==> config.mk <==
export PLATFORM = sky130hd
export DESIGN_NAME = pix_uart_framer
export DESIGN_NICKNAME = d
export VERILOG_FILES = /design/src/rtl/pix_uart_framer.sv
export SDC_FILE = /design/constraint.sdc
export NUM_CORES = 1
export LEC_CHECK = 0
export ABC_AREA = 1
export BUFFER_PORTS_ARGS = -buffer_cell sky130_fd_sc_hd__buf_4
export CAP_MARGIN = 10
export CORE_ASPECT_RATIO = 1.1
export CORE_UTILIZATION = 41
export DETAILED_ROUTE_END_ITERATION = 10
export PLACE_DENSITY_LB_ADDON = 0.2
export SYNTH_ARGS = -nofsm -noshare
export SYNTH_HDL_FRONTEND = slang
export SYNTH_SLANG_ARGS = --single-unit
export TNS_END_PERCENT = 1
==> constraint.sdc <==
create_clock -name clk -period 3.1 [get_ports clk]
set_input_delay 0.62 -clock clk [delete_from_list [all_inputs] [get_ports clk]]
set_output_delay 0.62 -clock clk [all_outputs]
set_load 0.05 [all_outputs]
==> src/rtl/pix_uart_framer.sv <==
// Pixel FIFO plus frame wrapper (header, count, pixels, checksum, trailer)
// feeding a byte-wide UART transmitter paced by its busy flag.
module pix_uart_framer #(
  parameter int          FIFO_DEPTH = 16,
  parameter logic [15:0] FRAME_PIX  = 16'd4096,
  parameter logic [7:0]  HDR0       = 8'hA5,
  parameter logic [7:0]  HDR1       = 8'h5A,
  parameter logic [7:0]  TRL        = 8'h0D
) (
  input  logic                        clk,
  input  logic                        rst,
  input  logic                        pix_valid,
  input  logic [7:0]                  pix_data,
  input  logic                        uart_tx_busy,
  output logic                        uart_en,
  output logic [7:0]                  uart_din,
  output logic [$clog2(FIFO_DEPTH):0] fifo_level,
  output logic                        overflow,
  output logic                        frame_sent
);

  localparam int AW = $clog2(FIFO_DEPTH);
  localparam int LW = AW + 1;

  typedef enum logic [1:0] {
    IDLE, LOAD, WAIT_HI, WAIT_LO
  } state_t;

  typedef enum logic [2:0] {
    B_HDR0, B_HDR1, B_CNTH, B_CNTL,
    B_PIX, B_CSUM, B_TRL
  } sel_t;

  logic [7:0]    mem [FIFO_DEPTH];
  logic [AW-1:0] wptr;
  logic [AW-1:0] rptr;
  logic          full;
  logic          empty;
  logic          push;
  logic          pop;

  state_t        state;
  sel_t          sel;
  sel_t          sel_nxt;
  logic [15:0]   pix_cnt;
  logic [7:0]    csum;
  logic          last;
  logic [7:0]    byte_nxt;

  assign full  = fifo_level == LW'(FIFO_DEPTH);
  assign empty = fifo_level == '0;
  assign pop   = (state == LOAD) &&
                 (sel == B_PIX) && !empty;
  // a pop on the same edge frees the slot a full FIFO needs
  assign push  = pix_valid && (!full || pop);

  always_ff @(posedge clk) begin
    if (push) mem[wptr] <= pix_data;
  end

  always_ff @(posedge clk) begin
    if (rst) begin
      wptr       <= '0;
      rptr       <= '0;
      fifo_level <= '0;
      overflow   <= 1'b0;
    end else begin
      if (push) wptr <= wptr + AW'(1);
      if (pop)  rptr <= rptr + AW'(1);
      unique case ({push, pop})
        2'b10:   fifo_level <= fifo_level + LW'(1);
        2'b01:   fifo_level <= fifo_level - LW'(1);
        default: fifo_level <= fifo_level;
      endcase
      if (pix_valid && !push) overflow <= 1'b1;
    end
  end

  always_comb begin
    byte_nxt = 8'h00;
    unique case (sel)
      B_HDR0:  byte_nxt = HDR0;
      B_HDR1:  byte_nxt = HDR1;
      B_CNTH:  byte_nxt = FRAME_PIX[15:8];
      B_CNTL:  byte_nxt = FRAME_PIX[7:0];
      B_PIX:   byte_nxt = mem[rptr];
      B_CSUM:  byte_nxt = csum;
      B_TRL:   byte_nxt = TRL;
      default: byte_nxt = 8'h00;
    endcase
  end

  always_comb begin
    sel_nxt = B_HDR0;
    unique case (sel)
      B_HDR0:  sel_nxt = B_HDR1;
      B_HDR1:  sel_nxt = B_CNTH;
      B_CNTH:  sel_nxt = B_CNTL;
      B_CNTL:  sel_nxt = B_PIX;
      B_PIX:   sel_nxt = last ? B_CSUM : B_PIX;
      B_CSUM:  sel_nxt = B_TRL;
      default: sel_nxt = B_HDR0;
    endcase
  end

  always_ff @(posedge clk) begin
    if (rst) begin
      state      <= IDLE;
      sel        <= B_HDR0;
      pix_cnt    <= '0;
      csum       <= '0;
      last       <= 1'b0;
      uart_en    <= 1'b0;
      uart_din   <= '0;
      frame_sent <= 1'b0;
    end else begin
      uart_en    <= 1'b0;
      frame_sent <= 1'b0;
      unique case (state)
        IDLE: begin
          // header waits for a buffered pixel
          if (!empty) begin
            sel   <= B_HDR0;
            state <= LOAD;
          end
        end
        LOAD: begin
          if (sel != B_PIX || pop) begin
            uart_en  <= 1'b1;
            uart_din <= byte_nxt;
            state    <= WAIT_HI;
            if (pop) begin
              csum    <= csum + byte_nxt;
              pix_cnt <= pix_cnt + 16'd1;
              last    <= pix_cnt ==
                         FRAME_PIX - 16'd1;
            end
          end
        end
        WAIT_HI: begin
          if (uart_tx_busy) state <= WAIT_LO;
        end
        WAIT_LO: begin
          if (!uart_tx_busy) begin
            if (sel == B_TRL) begin
              frame_sent <= 1'b1;
              pix_cnt    <= '0;
              csum       <= '0;
              state      <= IDLE;
            end else begin
              sel   <= sel_nxt;
              state <= LOAD;
            end
          end
        end
        default: state <= IDLE;
      endcase
    end
  end

endmodule

### Yosys cells after proc, flatten, opt, wreduce, memory -nomap -nowiden

Memories as Yosys holds them, arrays and structs flattened. A register that Yosys moved wholly into a read port is not among the register bits.
Cells that the tools add are included.
Widths: inputs -> output; s select.

* shifts and indexed selects: 0
* $add $sub $neg: 6
* div/mod/pow operators: 0
* bitwise operators: 2
* equality and inequality tests: 21
* multiply operators: 0
* muxes and demuxes: 30
* $lt $le $gt $ge: 0
* reductions and logical operators: 22

Operators with widths (number)
* $mux 16: 4
* $pmux 8 s6: 1
* $mux 8: 4
* $pmux 16 s2: 1
* $pmux 3 s6: 1
* $add 16x1->16 const B: 1
* $eq 16x12->1 const B: 1
* $pmux 8 s2: 1
* $ne 2x2->1 const B: 6
* $pmux 5 s2: 1
* $eq 3x3->1 const B: 3
* $mux 3: 3
* $add 4x1->4 const B: 2
* $add 8x8->8: 1
* $mux 2: 4
* $mux 4: 2
* $pmux 2 s4: 1
* $reduce_and 4->1: 2
* $eq 2x2->1 const B: 3
* $eq 3x2->1 const B: 2
* $mux 1: 6
* $pmux 3 s2: 1
* $reduce_bool 2->1: 3
* $add 5x1->5 const B: 1
* 18 further kinds: 26

* memories: 1
* ROM bits: 0
* bits in latches: 0
* output and inout bits: 16
* flip-flop bits (word level): 54
* bits in writable memories: 128

Memory list
* mem: words 16, width 8, read ports 1, clocked after memory_dff 1, write ports 1, line 34 `logic [7:0] mem [FIFO_DEPTH];`

### Depth between registers and ports, before layout

Gate-level depths: netlist (run 1).

* word-level depth: 7
* depth in mapped cells: 20
* gate-level depth less buffers: 17

### Worst setup path after synthesis (run 1)

Ideal clock, no wire load.

* path kind: register -> register
* start point: register (tool-made name)
* end point: register csum[6]
* stages on the path, launching flop included: 21
* arrival: 2604 ps
* clock period less this slack: 2674 ps
* setup slack: 426 ps
* path buffers: 3
* setup time: 70 ps
* cells stage by stage: dfxtp_1 buf_6 inv_4 buf_6 buf_6 nor2_1 o221ai_1 o211ai_1 o21ai_1 nand2_1 nand2_1 ha_1 fa_1 a21oi_1 o21ai_0 nand2_1 nand2_1 a21oi_1 xnor2_1 nand2_1 a21oi_2

RTL lines
* end signal: assignment: line 133 `csum <= csum + byte_nxt;`
* end: declaration: line 46 `logic [7:0] csum;`

==> results of run 1 <==
[power groups by stage]
| stage | clock network [mW] | logic, mW | registers [mW] |
|---|---|---|---|
| floorplan | 0 | 0.519 | 3.03 |
| global placement | 0 | 0.911 | 2.88 |
| CTS | 1.97 | 0.921 | 2.82 |
| global route | 2.08 | 1.02 | 2.84 |
| finish | 1.94 | 0.914 | 2.82 |
| detailed placement | 0 | 0.917 | 2.88 |
[repair_timing]
action                                 in CTS  in global routing
buffers inserted                            0                  0
resized for setup                           0                  4
endpoints found under the hold margin       0                  0
setup endpoints to repair                   0                  3
[critical path, stage by stage (launching register included)]
cell	delay, ps
dfxtp_4	380
buf_4	170
o21ai_0	180
o221ai_1	140
o211ai_1	130
o21ai_1	130
nand2_1	80
nand2_1	70
ha_1	220
fa_1	400
a21oi_1	160
o21ai_0	100
nand2_1	90
nand2_1	50
a21oi_1	150
xnor2_1	130
nand2_1	80
a21oi_2	130
[path summary, 6_finish.rpt]
check / start / to / slack, ps
setup / recovery: flop / csum[6]$_SDFFE_PP0P_ / 240
hold / removal: overflow$_SDFFE_PP0P_ / overflow$_SDFFE_PP0P_ / 470
setup reg to reg: flop / csum[6]$_SDFFE_PP0P_ / 240
hold reg to reg: overflow$_SDFFE_PP0P_ / overflow$_SDFFE_PP0P_ / 470
[flip-flops by register name (all words and copies together), names as in the netlist, named ones only]
register	flops
uart_en	1
mem	128
csum	8
last	1
pix_cnt	16
fifo_level	5
rptr	4
wptr	4
uart_din	8
frame_sent	1
sel	3
overflow	1
state	2
[layout make-up]
cell class | instances | area [um^2] | share of cell area
Clock buffer | 20 | 437 | 0.0451
Inverter | 86 | 332 | 0.0343
Multi-Input combinational cell | 547 | 3020 | 0.312
Clock inverter | 11 | 73.8 | 0.00763
Tap cell | 256 | 320 | 0.0331
Timing Repair Buffer | 61 | 487 | 0.0503
Sequential cell | 186 | 5010 | 0.518
[through the flow]
step / util / TNS (ps) / power, mW / hold slack (ps)
2_1_floorplan: - / 0 / 3.54 / 444
3_3_place_gp: 0.447 / 0 / 3.79 / 453
3_5_place_dp: 0.447 / 0 / 3.79 / 448
4_1_cts: 0.472 / 0 / 5.72 / 466
5_1_grt: 0.472 / -30.3 / 5.94 / 488
6_report: 0.472 / 0 / 5.67 / 466
[routing by layer]
layer,vias to the layer above,part of all wire,GRT usage
met1,2862,0.48,0.253
met3,19,0.032,0.0311
met5,-,0,0
met2,104,0.47,0.311
li1,3035,-,-
met4,0,0.013,0.0555
[cells in the final DEF (no fill, tap or decap), types with 2 or more instances in the layout]
cell / instances
edfxtp_1: 128
nor2_1: 108
nand2_1: 106
o21ai_0: 89
inv_1: 77
buf_4: 58
dfxtp_1: 57
nand3_1: 44
a21oi_1: 30
nand2_2: 25
ha_1: 21
a21oi_2: 19
clkbuf_16: 17
o22ai_1: 14
o221ai_1: 12
o21ai_1: 12
xor2_1: 11
nor3_1: 9
inv_2: 6
o211ai_1: 6
o21bai_1: 6
nor4_1: 6
o21a_1: 4
clkinv_1: 4
nor3_2: 3
nand4_1: 3
xnor2_1: 3
clkbuf_1: 3
clkinv_4: 3
nor2_4: 2
clkinv_2: 2
inv_6: 2
or2_2: 2
a211oi_1: 2
a31oi_1: 2
fa_1: 2
buf_12: 2
[cell families after synthesis]
group,after synthesis,synth area share
flip-flops,186,0.584
XOR/XNOR,14,0.0143
AND/OR/NAND/NOR,313,0.166
buffers and inverters,119,0.0643
AO/OA/AOI/OAI,197,0.137
adder cells (fa/ha/maj),23,0.0353
==> flow_summary.json, run 1 <==
{
  "initial_core_util": 0.418,
  "clkSlewWorstSetupHoldPaths_ps": 70,
  "die_h_um": 154,
  "num_rows": 55,
  "crit_required_ps": 3460,
  "switching_share": 0.285,
  "htreeDepth": 4,
  "slew_violations": 0,
  "internal_power_mw": 4.05,
  "num-nets-final": 934,
  "clock_skew_ps": 13.8,
  "hpwl_um": 13000,
  "yosysMostFrequentCell": "edfxtp_1",
  "dpl_cell_area_um2": 9160,
  "p_seq_frac": 0.498,
  "layout_setup_ws_ps": 242,
  "drt_wl_total_um": 18900,
  "leakage_nw": 3.60,
  "cp-end-kind": "flop",
  "synthTopCellsByCount": "edfxtp_1, nor2_1, nand2_1, o21ai_0, inv_1",
  "arrival_ps": 3220,
  "dr.pass1.iters": 6,
  "clkPwrFrac": 0.341,
  "cts_tree": "built",
  "avgSynthCellArea_um2": 10.1,
  "io_buffers": 27,
  "cap_violations": 0,
  "overflow": 0,
  "dieArea_um2": 21500,
  "synthFlopType": "edfxtp_1",
  "cts.sinks": 186,
  "clk_path_buf_depth": 2,
  "yosys_warnings": 0,
  "postSynthCellCount": 852,
  "r2r.worst_path.cells": 17,
  "detail-route-antenna-nets": 0,
  "stdcell_area_um2": 9680,
  "grt_pass1_wl_um": 31200,
  "ir_worst_vdd_mv": 0.326,
  "p_switching_mw": 1.62,
  "drive_above_1_share": 0.166,
  "cts_root_buffer": "clkbuf_16",
  "finalCritPeriodShare": 0.922,
  "synthDistinctLibCells": 45,
  "synth-seq-cells": 186,
  "dr.first_iter.drc_count": 382,
  "power.share.combinational": 0.161,
  "syn2layout_area_growth_pct": 12.8,
  "die_w_um": 140,
  "relSlewSlack": 0.638,
  "synthTopCellsByArea": "edfxtp_1, dfxtp_1, o21ai_0",
  "wl_per_cell_um": 16.2,
  "antenna_found_initial": 0,
  "synth_top_area_share": 0.448,
  "hold_class": "flop to flop",
  "rsz0062_at_grt": "true",
  "period_needed_ps": 2860,
  "dp.cells": 1136,
  "nFillCells": 1916,
  "yosysTopAreaCell": "edfxtp_1",
  "status": "finished, final reports clean",
  "vias": 6020,
  "gp_congestion": 0.837,
  "grtUsageTotal": 0.188,
  "critPathMaxFanout": 8,
  "synth_area_um2": 8580,
  "core_um2": 20500,
  "hold_violations": 0,
  "worst_pin_slew_ps": 538,
  "drc": 0,
  "max_freq_mhz": 350,
  "diodes": 0,
  "criticalPathCategory": "flop to flop",
  "grt_max_degree": 31,
  "synth_nets": 887,
  "whs_path_depth": 2,
  "routed_via_density": 5.16,
  "startpoint_type": "flop",
  "grt_pass1_vias": 5990,
  "p_per_area_nw_per_um2": 586,
  "hold_buffers": 0,
  "final_cells": 1167,
  "setup_viol": 0,
  "pin_count": 28,
  "async_flop_share": 0,
  "place_ws_ps": 183,
  "cts_inserted_buffers": 17,
  "yosysSeqAreaShare": 0.584,
  "synth_enable_flop_cells": 128,
  "clkLatencyLatePin_ps": 430
}
Note: power is estimated with default switching activity, not from simulation.
==> run 2: changes to the inputs <==
--- a/config.mk
+++ b/config.mk
@@ -9,7 +9,7 @@
 export BUFFER_PORTS_ARGS = -buffer_cell sky130_fd_sc_hd__buf_4
 export CAP_MARGIN = 10
 export CORE_ASPECT_RATIO = 1.1
-export CORE_UTILIZATION = 41
+export CORE_UTILIZATION = 62
 export DETAILED_ROUTE_END_ITERATION = 10
 export PLACE_DENSITY_LB_ADDON = 0.2
 export SYNTH_ARGS = -nofsm -noshare
==> run 2 against run 1 <==
  * Combinational power increased by 1%
  * Critical path depth increased by 1
  * Power increased by 2.2%
  * Setup slack lost 43 ps
  * Global-route usage increased by 10 points
  * Non-clock buffer count stayed put
  * Largest cell class unchanged
==> flow_summary.json, run 2 (synthesis results as in run 1) <==
{
  "finalCritPeriodShare": 0.936,
  "dr.first_iter.drc_count": 607,
  "clkSlewWorstSetupHoldPaths_ps": 60,
  "grt_pass1_wl_um": 31800,
  "internal_power_mw": 4.14,
  "grt_max_degree": 52,
  "total_power_mw": 5.79,
  "period_needed_ps": 2900,
  "power.share.combinational": 0.160,
  "drive_above_1_share": 0.173,
  "hold_buffers": 0,
  "overflow": 0,
  "ir_worst_vdd_mv": 0.494,
  "leakage_nw": 3.61,
  "clkLatencyLatePin_ps": 430,
  "crit_required_ps": 3460,
  "startpoint_type": "flop",
  "dr.pass1.iters": 5,
  "io_buffers": 27,
  "place_ws_ps": 204,
  "max_freq_mhz": 345,
  "wl_per_cell_um": 17.7,
  "num_rows": 44,
  "critPathMaxFanout": 29,
  "drc": 0,
  "dp.cells": 1063,
  "p_per_area_nw_per_um2": 602,
  "cts_tree": "built",
  "grt_pass1_vias": 6578,
  "setup_viol": 0,
  "dieArea_um2": 14300,
  "num-nets-final": 934,
  "vias": 6381,
  "regArea_um2": 5010,
  "p_switching_mw": 1.65,
  "cap_violations": 0,
  "multi_input_area_um2": 3020,
  "arrival_ps": 3270,
  "clock_skew_ps": 6.43,
  "grtUsageTotal": 0.292,
  "top_register": "mem",
  "largest_reg_flops": 128,
  "clkPwrFrac": 0.352,
  "cts_inserted_buffers": 17,
  "rsz0062_at_grt": "true",
  "die_w_um": 114,
  "routed_via_density": 5.82,
  "layout_setup_ws_ps": 200,
  "syn2layout_area_growth_pct": 12.2,
  "clk_path_buf_depth": 2,
  "criticalPathCategory": "flop to flop",
  "switching_share": 0.285,
  "hold_class": "flop to flop",
  "reg.largest.list": "mem x128, pix_cnt x16",
  "mostFrequentLayoutCells": "edfxtp_1, nor2_1, nand2_1",
  "drt_wl_total_um": 19400,
  "p_seq_frac": 0.488,
  "initial_core_util": 0.644,
  "core_um2": 13300,
  "cts.sinks": 186,
  "relSlewSlack": 0.592,
  "cp-end-kind": "flop",
  "hold_violations": 0,
  "die_h_um": 125,
  "diodes": 0,
  "worst_pin_slew_ps": 612,
  "status": "finished, final reports clean",
  "antenna_found_initial": 0,
  "hpwl_um": 13100,
  "gp_congestion": 0.975,
  "pin_count": 28,
  "mostFrequentLayoutCell": "edfxtp_1",
  "final_cells": 1096,
  "nFillCells": 932,
  "slew_violations": 0,
  "cts_root_buffer": "clkbuf_16",
  "htreeDepth": 4,
  "detail-route-antenna-nets": 0
}
[run 2: worst max-delay path, cell delays in order, from the launching register on]
cell,delay (ps)
dfxtp_2,350
inv_4,230
buf_4,220
buf_4,140
o21ai_0,80
o22ai_1,170
o21ai_0,110
o22ai_1,210
nand2_1,80
nand2_1,100
ha_1,260
inv_1,80
o21ai_0,120
nand2_1,110
nand2_1,50
a21oi_1,170
xnor2_1,140
nand2_1,80
a21oi_2,130
[run 2: repair_timing]
action	4_1_cts	5_1_grt
endpoints found under the setup margin	0	4
setup buffers	0	1
resized for setup	0	5
[run 2: power groups by stage]
| stage | Combinational (mW) | Sequential (mW) | Clock [mW] |
|---|---|---|---|
| after floorplan | 0.519 | 3.03 | 0 |
| after global placement | 0.892 | 2.87 | 0 |
| after detailed placement | 0.917 | 2.88 | 0 |
| after CTS | 0.923 | 2.83 | 2.07 |
| after global routing | 1.02 | 2.84 | 2.14 |
| final | 0.927 | 2.83 | 2.04 |
[run 2: layout make-up]
class                           instances  area share
Sequential cell                       186       0.520
Multi-Input combinational cell        547       0.314
Timing Repair Buffer                   61      0.0506
Clock buffer                           17      0.0442
Inverter                               86      0.0344
Tap cell                              184      0.0239
Clock inverter                         15      0.0130
[run 2: worst paths after layout]
kind | depth (start not counted) | endpoint | start | slack, ps
hold / removal | 2 | pix_cnt[5]$_SDFFE_PP0P_ | pix_cnt[5]$_SDFFE_PP0P_ | 470
setup / recovery | 18 | csum[6]$_SDFFE_PP0P_ | flop | 200
setup reg to reg | 18 | csum[6]$_SDFFE_PP0P_ | flop | 200
hold reg to reg | 2 | pix_cnt[5]$_SDFFE_PP0P_ | pix_cnt[5]$_SDFFE_PP0P_ | 470
[run 2: metal layers]
| metal | wire length, um | global-route usage | up-vias |
|---|---|---|---|
| li1 | - | - | 3034 |
| met5 | 0 | 0 | - |
| met4 | 633 | 0.133 | 0 |
| met3 | 1160 | 0.0562 | 56 |
| met1 | 7780 | 0.352 | 3057 |
| met2 | 9870 | 0.506 | 234 |
[run 2: stage by stage]
step / hold WS (ps) / TNS (ps) / instance area, um^2 / util
2_1_floorplan: 444 / 0 / 8580 / -
3_3_place_gp: 440 / 0 / 9060 / 0.680
3_5_place_dp: 464 / 0 / 9060 / 0.680
4_1_cts: 474 / 0 / 9610 / 0.722
5_1_grt: 490 / -14.1 / 9630 / 0.722
6_report: 468 / 0 / 9630 / 0.722
